--- src/rtl/maxnet_pkg.sv ---
// maxnet_pkg: shared state encoding, fp32 field positions and frame constants for the Maxnet loader
package maxnet_pkg;
    typedef enum logic [1:0] {LOAD, CHECK, LAUNCH, BUSY} state_t;
    localparam int FP_SIGN = 31;
    localparam int FP_EXP_MSB = 30;
    localparam int FP_EXP_LSB = 23;
    localparam logic [7:0] EPS_EXP_MAX = 8'd125;
    localparam int FRAME_WORDS = 5;
endpackage

--- src/rtl/maxnet_fp_check.sv ---
// maxnet_fp_check: classifies an fp32 word as negative, zero (either sign) or >= 0.25
// Ports: word_i fp32 word in; is_neg_o sign bit; is_zero_o +/-0.0; eps_too_big_o exponent >= 125
module maxnet_fp_check
    import maxnet_pkg::*;
(
    input  logic [31:0] word_i,
    output logic        is_neg_o,
    output logic        is_zero_o,
    output logic        eps_too_big_o
);
    assign is_neg_o      = word_i[FP_SIGN];
    assign is_zero_o     = word_i[FP_EXP_MSB:0] == '0;
    assign eps_too_big_o = word_i[FP_EXP_MSB:FP_EXP_LSB] >= EPS_EXP_MAX;
endmodule

--- src/rtl/maxnet_input_loader.sv ---
// maxnet_input_loader: loads an eps/a1..a4 frame, vets epsilon, launches the Maxnet datapath and returns its winner
// Ports: in_valid/in_ready/in_data frame stream; a1_init..a4_init/epsilon/start datapath launch;
//        finish/dp_out datapath completion; result/result_valid/result_ready downstream result;
//        err_eps/err_timeout error pulses; neg_clamped flags clamped activations during start
module maxnet_input_loader
    import maxnet_pkg::*;
#(
    parameter int DATA_W  = 32,
    parameter int TIMEOUT = 1024
) (
    input  logic              clk,
    input  logic              rst,
    input  logic              in_valid,
    output logic              in_ready,
    input  logic [DATA_W-1:0] in_data,
    output logic [DATA_W-1:0] a1_init,
    output logic [DATA_W-1:0] a2_init,
    output logic [DATA_W-1:0] a3_init,
    output logic [DATA_W-1:0] a4_init,
    output logic [DATA_W-1:0] epsilon,
    output logic              start,
    input  logic              finish,
    input  logic [DATA_W-1:0] dp_out,
    output logic [DATA_W-1:0] result,
    output logic              result_valid,
    input  logic              result_ready,
    output logic              err_eps,
    output logic              err_timeout,
    output logic              neg_clamped
);
    localparam int TW = $clog2(TIMEOUT + 1);
    localparam logic [2:0] LAST = 3'(FRAME_WORDS - 1);

    state_t                 state_q, state_d;
    logic [2:0]             cnt_q, cnt_d;
    logic [DATA_W-1:0]      eps_q, eps_d, result_q, result_d;
    logic [3:0][DATA_W-1:0] a_q, a_d;
    logic                   clamp_q, clamp_d, rv_q, rv_d;
    logic [TW-1:0]          timer_q, timer_d;
    logic [1:0]             a_idx;
    logic                   hs, in_neg, unused_in_zero, unused_in_big;
    logic                   eps_neg, eps_zero, eps_big, eps_bad, timed_out;

    maxnet_fp_check u_in_check (
        .word_i        (in_data),
        .is_neg_o      (in_neg),
        .is_zero_o     (unused_in_zero),
        .eps_too_big_o (unused_in_big)
    );

    maxnet_fp_check u_eps_check (
        .word_i        (eps_q),
        .is_neg_o      (eps_neg),
        .is_zero_o     (eps_zero),
        .eps_too_big_o (eps_big)
    );

    // in_ready is gated by rst so every output reads 0 while reset is held
    assign in_ready  = state_q == LOAD && !rv_q && !rst;
    assign hs        = in_valid && in_ready;
    assign eps_bad   = eps_neg || eps_zero || eps_big;
    assign timed_out = state_q == BUSY && !finish && timer_q == TW'(TIMEOUT - 1);
    assign a_idx     = 2'(cnt_q - 3'd1);

    always_ff @(posedge clk or posedge rst) begin
        if (rst) state_q <= LOAD;
        else     state_q <= state_d;
    end

    always_comb begin
        state_d = state_q;
        case (state_q)
            LOAD:    state_d = (hs && cnt_q == LAST) ? CHECK : LOAD;
            CHECK:   state_d = eps_bad ? LOAD : LAUNCH;
            LAUNCH:  state_d = BUSY;
            BUSY:    state_d = (finish || timed_out) ? LOAD : BUSY;
            default: state_d = LOAD;
        endcase
    end

    always_comb begin
        cnt_d    = cnt_q;
        eps_d    = eps_q;
        a_d      = a_q;
        clamp_d  = clamp_q;
        result_d = result_q;
        timer_d  = timer_q + 1'b1;
        rv_d     = rv_q && !result_ready;
        if (hs) begin
            // the count wraps on the last word, so every exit back to LOAD already sees cnt 0
            cnt_d = (cnt_q == LAST) ? 3'd0 : cnt_q + 3'd1;
            if (cnt_q == 3'd0) begin
                eps_d = in_data;
            end else begin
                a_d[a_idx] = in_neg ? '0 : in_data;
                clamp_d    = clamp_q || in_neg;
            end
        end
        if (state_q == CHECK && eps_bad) clamp_d = 1'b0;
        if (state_q == LAUNCH) begin
            clamp_d = 1'b0;
            timer_d = '0;
        end
        if (state_q == BUSY && finish) begin
            result_d = dp_out;
            rv_d     = 1'b1;
        end
    end

    always_ff @(posedge clk or posedge rst) begin
        if (rst) begin
            cnt_q    <= '0;
            eps_q    <= '0;
            a_q      <= '0;
            clamp_q  <= 1'b0;
            result_q <= '0;
            rv_q     <= 1'b0;
            timer_q  <= '0;
        end else begin
            cnt_q    <= cnt_d;
            eps_q    <= eps_d;
            a_q      <= a_d;
            clamp_q  <= clamp_d;
            result_q <= result_d;
            rv_q     <= rv_d;
            timer_q  <= timer_d;
        end
    end

    always_comb begin
        start        = state_q == LAUNCH;
        neg_clamped  = state_q == LAUNCH && clamp_q;
        err_eps      = state_q == CHECK && eps_bad;
        err_timeout  = timed_out;
        a1_init      = a_q[0];
        a2_init      = a_q[1];
        a3_init      = a_q[2];
        a4_init      = a_q[3];
        epsilon      = eps_q;
        result       = result_q;
        result_valid = rv_q;
    end
endmodule

--- config.mk ---
export PLATFORM = sky130hd
export DESIGN_NAME = maxnet_input_loader
export DESIGN_NICKNAME = d
export VERILOG_FILES = /design/src/rtl/maxnet_pkg.sv /design/src/rtl/maxnet_fp_check.sv /design/src/rtl/maxnet_input_loader.sv
export SDC_FILE = /design/constraint.sdc
export NUM_CORES = 1
export LEC_CHECK = 0
export CAP_MARGIN = 20
export CORE_MARGIN = 2
export CORE_UTILIZATION = 50
export DETAILED_ROUTE_END_ITERATION = 16
export HOLD_SLACK_MARGIN = 0.15
export PLACE_DENSITY = 0.85
export SETUP_SLACK_MARGIN = 0.2
export SYNTH_ARGS = -nofsm -noshare
export SYNTH_HDL_FRONTEND = slang
export SYNTH_SLANG_ARGS = --single-unit
--- constraint.sdc ---
create_clock -name clk -period 12.15 [get_ports clk]
set_input_delay 2.43 -clock clk [delete_from_list [all_inputs] [get_ports clk]]
set_output_delay 2.43 -clock clk [all_outputs]
set_load 0.02 [all_outputs]
==> impl_metrics.py, run 1 <==
metrics = {
    "worst_setup_path": {
        "arrival_ns": 3.86,
        "endpoint_kind": "primary output",
        "critPathLaunchType": "input port",
        "crit_slowest_cell": "clkdlybuf4s50_1",
        "r2r-end": "a2_init[18]",
        "endpoint": "in_ready",
        "required_ns": 9.72,
        "r2r_start": "cnt_q[0]",
        "reg2regPathDepth": 6,
        "path_cells": "clkdlybuf4s50_1 > nor4_4 > clkdlybuf4s50_1",
        "critPathMaxStageDelay_ns": 0.67,
        "path_class": "input port to primary output",
        "crit_path_start": "rst",
        "path_depth": 3,
        "crit_top_cell": "clkdlybuf4s50_1",
        "worst-path-max-fanout": 3,
        "r2r_setup_slack_ns": 9.43,
        "crit_buf_inv": 2,
        "cp_top_family": "buffers and inverters",
    },
    "yosys": {
        "yosysUniqueCellTypes": 32,
        "synth_area_leader_cell": "dfrtp_1",
        "ys_seq_elements": 206,
        "synthTopCellsByCount": "dfrtp_1, mux2_2, nor2b_1, mux2_4",
        "syn-cell-area_mm2": 0.00839,
        "seq_area_frac_synth_pct": 61.5,
        "synthTopCellsByArea": "dfrtp_1, mux2_2, mux2_4, nor2b_1, buf_6",
        "avgSynthCellArea_um2": 15.4,
        "yosysTopAreaCellShare_pct": 61.5,
        "synth-edff-count": 0,
        "yosysWarningCount": 0,
        "synthArstFlopShare_pct": 100,
        "yosysMostFrequentCell": "dfrtp_1",
        "synth_ff_type": "dfrtp_1",
        "synthCells": 546,
    },
    "route": {
        "route.detailed.drc": 0,
        "vias_per_cell": 5.26,
        "firstDrtPassIters": 4,
        "ant_nets": 0,
        "vias": 5504,
        "wl_per_cell_um": 20.1,
        "route.final.wire_length_um": 21100,
        "drtIter0Drc": 237,
    },
    "global_route": {
        "gr-usage-all-layers_pct": 23.7,
        "grt_pass1_vias": 6061,
        "grt_pass1_wl_um": 33100,
        "grt-ovfl-total": 0,
        "grt_max_degree": 120,
        "antenna_found_initial": 0,
    },
    "cells_and_area": {
        "syn_to_final_growth_pct": 41.0,
        "ff_latch_area_mm2": 0.00515,
        "multi_input_area_mm2": 0.00300,
        "fin_cells": 1046,
        "num-nets-final": 885,
        "drive_gt1_share_pct": 28.1,
        "final_util_pct": 71.8,
        "fill_cells": 1074,
        "antenna_cells": 0,
    },
    "floorplanning": {
        "die_area_mm2": 0.0178,
        "ios": 267,
        "start_util_pct": 50.9,
        "coreArea_mm2": 0.0165,
        "dieWidth_um": 134,
        "rows": 47,
        "die_h_um": 134,
    },
    "sta": {
        "post-route-period-util_pct": 51.8,
        "clock.fmax_mhz": 159,
        "tightest_slew_ns": 1.03,
        "setup-tns-final_ns": 0,
        "rsz0062_at_grt": "false",
        "post-route-min-period_ns": 6.29,
        "clock_skew_ns": 0.00568,
        "setup_violations": 0,
        "max_slew_margin_pct": 31.2,
        "slew_viol_final": 0,
        "hold_viol_final": 0,
        "hold_ws_ns": 0.457,
    },
    "clocking": {
        "cts_hold_repair.buffers": 0,
        "clock-sinks": 206,
        "clock-root-buffer": "clkbuf_16",
        "htreeDepth": 1,
        "cts_tree": "done",
        "postCtsSetupBuffers": 0,
        "numCtsBuffers": 22,
        "cts.reportedPaths.clkPinSlew_ns": 0.06,
        "cts_buffer_depth": 3,
        "cts-resized-gates": 0,
        "clkLatencyLatePin_ns": 0.49,
    },
    "placement": {
        "portBuffers": 262,
        "gp_congestion": 0.807,
        "placed_cells": 1005,
        "hpwlAfterDp_um": 14500,
    },
    "min_path": {
        "min_path_type": "flip-flop to flip-flop",
    },
    "pwr": {
        "leakagePower_nw": 5.44,
        "total_power_mw": 2.96,
        "ir_drop_v": 0.000165,
        "power_density_mw_per_mm2": 250,
    },
    "run_status": {
        "status": "complete, no violations",
    },
    "run": {
        "maxCapViolations": 0,
    },
}
## sequential cells by signal, indices dropped and copies added (netlist names), 2 cells and up
register / count
epsilon: 32
result: 32
a1_init: 31
a2_init: 31
a3_init: 31
a4_init: 31
timer_q: 11
cnt_q: 3
state_q: 2
## through the flow
step	setup slack, ns	instance area, µm²
floorplan	4.10	8400
global placement	5.89	11100
detailed placement	5.85	11100
CTS	5.85	11800
global route	5.80	11800
finish	5.86	11800
## cells in the final DEF, fill, tap and decap left out, types with 2 or more instances in the layout
cell / n
nor2_1: 12
dfrtp_1: 206
or3_1: 2
xor2_1: 6
nand3_1: 6
a21oi_1: 2
nor4_1: 8
nand4_1: 5
and3_1: 2
o21ai_0: 6
inv_1: 4
and2_1: 4
clkbuf_1: 7
ha_1: 6
xnor2_1: 2
clkinv_2: 4
buf_4: 2
mux2_2: 159
clkdlybuf4s50_1: 261
conb_1: 4
nand2_2: 4
nand2_1: 9
nor2b_1: 35
clkbuf_16: 23
mux2_4: 29
clkbuf_8: 6
## how the worst min path moves through the flow
stage | startpoint | depth (start not counted) | slack (ns) | endpoint
after floorplan | timer_q[0] | 1 | 0.42 | timer_q[0]
after global placement | timer_q[0] | 1 | 0.43 | timer_q[0]
after detailed placement | timer_q[0] | 1 | 0.45 | timer_q[0]
after CTS | timer_q[0] | 1 | 0.46 | timer_q[0]
after global routing | a1_init[27] | 1 | 0.51 | a1_init[27]
final | timer_q[0] | 1 | 0.46 | timer_q[0]
## report_power, final
group          switching [mW]  internal [mW]
sequential              0.165          0.931
combinational           0.579          0.641
clock                   0.258          0.383
total                    1.00           1.96
## final cells by class
cell class / instances / area share (%)
clock buffer: 36 / 5.79
clock inverter: 4 / 0.169
inverter: 5 / 0.222
multi-input combinational: 310 / 25.4
sequential: 206 / 43.6
tap: 220 / 2.33
timing repair buffer: 265 / 22.5
## per-layer routing
| layer | share of wire, % | global-route usage, % |
|---|---|---|
| met1 | 39 | 28.8 |
| met2 | 50 | 41.1 |
| met3 | 8.4 | 7.46 |
| met4 | 2.4 | 6.50 |
| met5 | 0 | 0 |
## cell families (layout without fill, tap and decap cells)
group	Yosys count	count (layout)	synth area share [%]
other cells	1	4	0.0447
buf+inv	33	310	2.95
flops	206	206	61.5
simple gates	91	91	6.31
mux	188	188	26.5
fa+ha+maj	6	6	0.895
xor+xnor	8	8	0.835
compound gates	13	13	0.970
No activity file was read; power rests on OpenSTA's default activity.
==> run 2, diff against run 1 <==
--- a/config.mk
+++ b/config.mk
@@ -7,10 +7,10 @@
 export LEC_CHECK = 0
 export CAP_MARGIN = 20
 export CORE_MARGIN = 2
-export CORE_UTILIZATION = 50
+export CORE_UTILIZATION = 47
 export DETAILED_ROUTE_END_ITERATION = 16
 export HOLD_SLACK_MARGIN = 0.15
-export PLACE_DENSITY = 0.85
+export PLACE_DENSITY = 0.81
 export SETUP_SLACK_MARGIN = 0.2
 export SYNTH_ARGS = -nofsm -noshare
 export SYNTH_HDL_FRONTEND = slang
==> constraint.sdc (replaced) <==
create_clock -name clk -period 6.1 [get_ports clk]
set_input_delay 1.22 -clock clk [delete_from_list [all_inputs] [get_ports clk]]
set_output_delay 1.22 -clock clk [all_outputs]
set_load 0.02 [all_outputs]
==> run 2 against run 1 <==
Against the previous run:
- combinational power up 98%
- critical endpoint is now err_eps
- clock power up 110%
- power up 100%
- via count down 1.3%
- non-clock buffer count down 1
- sequential share of layout area down 0.12 points
==> impl_metrics.py, run 2 (same netlist as run 1, synthesis figures left out) <==
metrics = {
    "run_status": {
        "status": "complete, no violations",
    },
    "clocking": {
        "cts_hold_repair.buffers": 0,
        "cts_tree": "done",
        "clkLatencyLatePin_ns": 0.50,
        "cts_buffer_depth": 3,
        "clock-root-buffer": "clkbuf_16",
        "numCtsBuffers": 22,
        "htreeDepth": 1,
        "cts.reportedPaths.clkPinSlew_ns": 0.06,
        "cts-resized-gates": 0,
        "clock-sinks": 206,
        "postCtsSetupBuffers": 0,
    },
    "sta": {
        "post-route-period-util_pct": 66.8,
        "tightest_slew_ns": 1.10,
        "hold_viol_final": 0,
        "setup_violations": 0,
        "slew_viol_final": 0,
        "rsz0062_at_grt": "false",
        "clock.fmax_mhz": 245,
        "setup-tns-final_ns": 0,
        "clock_skew_ns": 0.0186,
        "max_slew_margin_pct": 26.6,
        "post-route-min-period_ns": 4.08,
    },
    "floorplanning": {
        "die_area_mm2": 0.0189,
        "dieWidth_um": 138,
        "rows": 48,
        "ios": 267,
        "coreArea_mm2": 0.0174,
        "die_h_um": 138,
        "start_util_pct": 48.3,
    },
    "placement": {
        "hpwlAfterDp_um": 14300,
        "portBuffers": 262,
        "gp_congestion": 0.808,
        "placed_cells": 1010,
    },
    "worst_setup_path": {
        "r2r-end": "a1_init[27]",
        "endpoint_kind": "primary output",
        "r2r_setup_slack_ns": 3.49,
        "r2r_start": "cnt_q[0]",
        "critPathLaunchType": "flip-flop",
        "arrival_ns": 2.86,
        "reg2regPathDepth": 6,
        "path_class": "flip-flop to primary output",
        "required_ns": 4.88,
        "worst-path-max-fanout": 3,
    },
    "cells_and_area": {
        "layout_common_cells": "clkdlybuf4s50_1, dfrtp_1, mux2_2",
        "antenna_cells": 0,
        "fill_cells": 1195,
        "layout_commonest_cell": "clkdlybuf4s50_1",
        "multi_input_area_mm2": 0.00300,
        "num-nets-final": 884,
        "syn_to_final_growth_pct": 41.4,
        "ff_latch_area_mm2": 0.00515,
        "drive_gt1_share_pct": 28.0,
        "fin_cells": 1049,
    },
    "min_path": {
        "min_from": "timer_q[0]",
        "holdPathEnd": "timer_q[0]",
        "min_path_type": "flip-flop to flip-flop",
        "holdPathStages": 1,
    },
    "route": {
        "vias": 5434,
        "wl_met1_um": 8170,
        "wl_per_cell_um": 20.2,
        "ant_nets": 0,
        "route.final.wire_length_um": 21200,
        "maxUsedRoutingLayer": "met4",
        "route.detailed.drc": 0,
        "vias_per_cell": 5.18,
        "firstDrtPassIters": 4,
        "drtIter0Drc": 244,
        "routed-wl-met2_um": 10900,
        "wl_met3_um": 1760,
    },
    "global_route": {
        "antenna_found_initial": 0,
        "grt-ovfl-total": 0,
        "grt_pass1_vias": 6001,
        "gr-usage-all-layers_pct": 22.3,
        "grt_pass1_wl_um": 32600,
        "grt_max_degree": 207,
    },
    "pwr": {
        "leakagePower_nw": 5.45,
        "power_density_mw_per_mm2": 504,
        "ir_drop_v": 0.000322,
    },
    "run": {
        "maxCapViolations": 0,
    },
}
==> run 2: changes by cell type in the layout (fill, tap and decap cells not counted), sizes merged <==
cell | before | now
bufinv | 0 | 2
clkinv | 4 | 2
buf | 4 | 3
clkbuf | 36 | 35
clkinvlp | 0 | 1
inv | 5 | 4
==> run 2: how the worst max path moves through the flow <==
stage                  endpoint       start  cells past startpoint  slack (ns)
global route            err_eps  epsilon[2]                      5        1.86
detailed placement     in_ready         rst                      3        2.28
finish                  err_eps  epsilon[1]                      5        2.02
global placement    err_timeout      finish                      3        2.26
CTS                     err_eps  epsilon[2]                      5        1.89
floorplan            a1_init[0]         rst                      1        2.21
==> run 2: routing by layer <==
metal	vias to the layer above	global-route usage, %
met1	2785	26.2
met3	30	6.77
met2	191	39.9
li1	2428	-
met5	-	0
met4	0	5.90
==> run 2: layout make-up <==
type / count / area share [%]
Sequential cell: 206 / 43.5
Inverter: 5 / 0.190
Clock inverter: 4 / 0.591
Multi-Input combinational cell: 310 / 25.3
Tap cell: 225 / 2.37
Clock buffer: 35 / 5.74
Timing Repair Buffer: 264 / 22.3
==> run 2: critical path, cell delays in order (launching register included) <==
cell and delay, ns:
dfrtp_1 0.40, nor4_1 0.51, nand4_1 0.15, o21ai_0 0.47, and2_1 0.21, clkdlybuf4s50_1 0.62
==> run 2: where the power goes <==
group	total, mW	internal, mW	leakage, nW	switching, mW
sequential	2.19	1.85	2.71	0.332
combinational	2.42	1.28	2.37	1.14
clock	1.37	0.846	0.370	0.527
==> run 2: per-stage QoR <==
step           worst slack (ns)  power, mW  utilization (%)  hold WS, ns  instance area (µm²)
2_1_floorplan              2.21       3.40                -        0.424                 8400
3_3_place_gp               2.26       4.56             64.0        0.436                11100
3_5_place_dp               2.28       4.64             64.0        0.444                11100
4_1_cts                    1.89       6.04             68.3        0.451                11900
5_1_grt                    1.86       6.26             68.3        0.485                11900
6_report                   2.02       5.98             68.3        0.447                11900
==> run 3, diff against run 2 <==
--- a/config.mk
+++ b/config.mk
@@ -7,10 +7,10 @@
 export LEC_CHECK = 0
 export CAP_MARGIN = 20
 export CORE_MARGIN = 2
-export CORE_UTILIZATION = 47
+export CORE_UTILIZATION = 42
 export DETAILED_ROUTE_END_ITERATION = 16
 export HOLD_SLACK_MARGIN = 0.15
-export PLACE_DENSITY = 0.81
+export PLACE_DENSITY = 0.77
 export SETUP_SLACK_MARGIN = 0.2
 export SYNTH_ARGS = -nofsm -noshare
 export SYNTH_HDL_FRONTEND = slang
==> constraint.sdc (replaced) <==
create_clock -name clk -period 3.5 [get_ports clk]
set_input_delay 0.7 -clock clk [delete_from_list [all_inputs] [get_ports clk]]
set_output_delay 0.7 -clock clk [all_outputs]
set_load 0.02 [all_outputs]
==> run 3 against run 2 <==
Against the previous run:
- worst hold slack improved by 0.0076 ns
- non-clock buffer count rose by 8
- highest routed layer unchanged
- cell count rose by 4.4%
- register-to-register slack got worse by 2.4 ns
- global-route usage fell by 2.8 points
- die area rose by 12%
- worst setup slack got worse by 1.5 ns
- clock skew fell by 0.0076 ns
==> impl_metrics.py, run 3 (same netlist as run 1, synthesis figures left out) <==
metrics = {
    "pwr": {
        "power_density_mw_per_mm2": 864,
        "ir_drop_v": 0.000569,
        "leakagePower_nw": 5.53,
    },
    "run": {
        "maxCapViolations": 0,
    },
    "sta": {
        "clock.fmax_mhz": 336,
        "post-route-min-period_ns": 2.98,
        "setup_violations": 0,
        "setup-tns-final_ns": 0,
        "post-route-period-util_pct": 85.0,
        "hold_viol_final": 0,
        "clock_skew_ns": 0.0110,
        "rsz0062_at_grt": "false",
        "tightest_slew_ns": 0.782,
        "max_slew_margin_pct": 47.9,
        "slew_viol_final": 0,
    },
    "worst_setup_path": {
        "reg2regPathDepth": 7,
        "arrival_ns": 2.28,
        "path_class": "flip-flop to primary output",
        "critPathLaunchType": "flip-flop",
        "endpoint_kind": "primary output",
        "crit_slowest_cell": "clkdlybuf4s50_1",
        "r2r_setup_slack_ns": 1.14,
        "worst-path-max-fanout": 11,
        "r2r-end": "a2_init[8]",
        "path_cells": "nor2b_1 > buf_4 > and2_1 > clkdlybuf4s50_1",
        "critPathMaxStageDelay_ns": 0.62,
        "r2r_start": "cnt_q[0]",
        "required_ns": 2.80,
    },
    "route": {
        "vias": 5371,
        "route.detailed.drc": 0,
        "drtIter0Drc": 170,
        "vias_per_cell": 4.91,
        "firstDrtPassIters": 6,
        "wl_per_cell_um": 19.1,
        "route.final.wire_length_um": 20900,
        "ant_nets": 0,
    },
    "cells_and_area": {
        "final_util_pct": 61.4,
        "layout_commonest_cell": "clkdlybuf4s50_1",
        "num-nets-final": 893,
        "layout_common_cells": "clkdlybuf4s50_1, dfrtp_1, mux2_2",
        "syn_to_final_growth_pct": 42.9,
        "drive_gt1_share_pct": 29.2,
        "antenna_cells": 0,
    },
    "clocking": {
        "cts_hold_repair.buffers": 0,
        "clkLatencyLatePin_ns": 0.49,
        "cts_buffer_depth": 3,
        "cts.reportedPaths.clkPinSlew_ns": 0.06,
        "htreeDepth": 1,
        "cts_tree": "done",
        "clock-root-buffer": "clkbuf_16",
        "numCtsBuffers": 23,
        "clock-sinks": 206,
    },
    "placement": {
        "hpwlAfterDp_um": 14400,
        "gp_congestion": 0.791,
        "portBuffers": 262,
    },
    "floorplanning": {
        "ios": 267,
        "rows": 51,
        "start_util_pct": 43.0,
        "die_area_mm2": 0.0211,
        "die_h_um": 145,
        "coreArea_mm2": 0.0195,
        "dieWidth_um": 145,
    },
    "global_route": {
        "antenna_found_initial": 1,
        "grt_max_degree": 125,
        "grt_pass1_wl_um": 32900,
        "gr-usage-all-layers_pct": 19.6,
        "grt-ovfl-total": 0,
        "grt_pass1_vias": 5657,
    },
    "run_status": {
        "status": "complete, no violations",
    },
    "min_path": {
        "min_from": "timer_q[0]",
        "holdPathStages": 1,
        "min_path_type": "flip-flop to flip-flop",
        "holdPathEnd": "timer_q[0]",
    },
}
run 3: cell types whose count changed in the layout (fill, tap and decap cells not counted):
| cell | delta |
|---|---|
| buf_12 | +2 |
| o21ai_2 | +1 |
| clkdlybuf4s50_1 | -2 |
| nor4_2 | +1 |
| clkbuf_1 | -3 |
| nor4_1 | -1 |
| buf_4 | +6 |
| o21ai_0 | -1 |
| clkinv_2 | +3 |
| dlymetal6s2s_1 | +2 |
| clkbuf_8 | -2 |
run 3: power by group:
part | internal (mW) | switching, mW
Sequential | 3.23 | 0.540
Combinational | 2.24 | 2.01
Clock | 1.42 | 0.914
Total | 6.90 | 3.46
run 3: critical path, delay by kind of cell, from the launching register on:
family / cells / cell delay, ns
buf+inv: 2 / 0.86
flops: 1 / 0.48
simple gates: 2 / 0.46
run 3: final cells by class:
type	count	area [µm²]
sequential	206	5150
tap	265	332
multi-input combinational	310	3010
timing repair buffer	272	2740
fill	1573	7540
clock buffer	30	642
clock inverter	7	85.1
inverter	5	22.5
run 3: how the worst max path moves through the flow:
stage | start | to | slack (ns) | cells after the start
after global routing | state_q[1] | neg_clamped | 0.43 | 4
after detailed placement | epsilon[2] | err_eps | 0.41 | 5
after CTS | epsilon[2] | err_eps | 0.23 | 5
after floorplan | rst | a1_init[0] | 0.13 | 1
final | state_q[1] | neg_clamped | 0.52 | 4
after global placement | epsilon[2] | err_eps | 0.45 | 5
run 3: repair_timing:
action | in CTS | in global routing
setup endpoints to repair | 1 | 2
endpoints found under the hold margin | 0 | 0
pin swaps | 0 | 1
gates resized for setup | 3 | 2
buffers inserted | 0 | 0
run 3: metal layers:
layer  vias to the layer above  global-route usage, %  wire length [µm]
li1                       2447                      -                 -
met1                      2714                   25.3              8930
met2                       184                   32.9             10100
met3                        26                   5.44              1390
met4                         0                   4.56               444
met5                         -                      0                 0
run 3: through the flow:
| step | power (mW) | setup WS (ns) | area, µm² | cells | hold WS [ns] |
|---|---|---|---|---|---|
| final | 10.4 | 0.525 | 12000 | 1095 | 0.454 |
| after global routing | 10.9 | 0.435 | 12000 | 1095 | 0.481 |
| after CTS | 10.5 | 0.234 | 12000 | 1095 | 0.458 |
| after detailed placement | 8.07 | 0.408 | 11200 | 1058 | 0.450 |
| after global placement | 7.99 | 0.445 | 11200 | 1058 | 0.439 |
| after floorplan | 5.93 | 0.128 | 8400 | 549 | 0.424 |
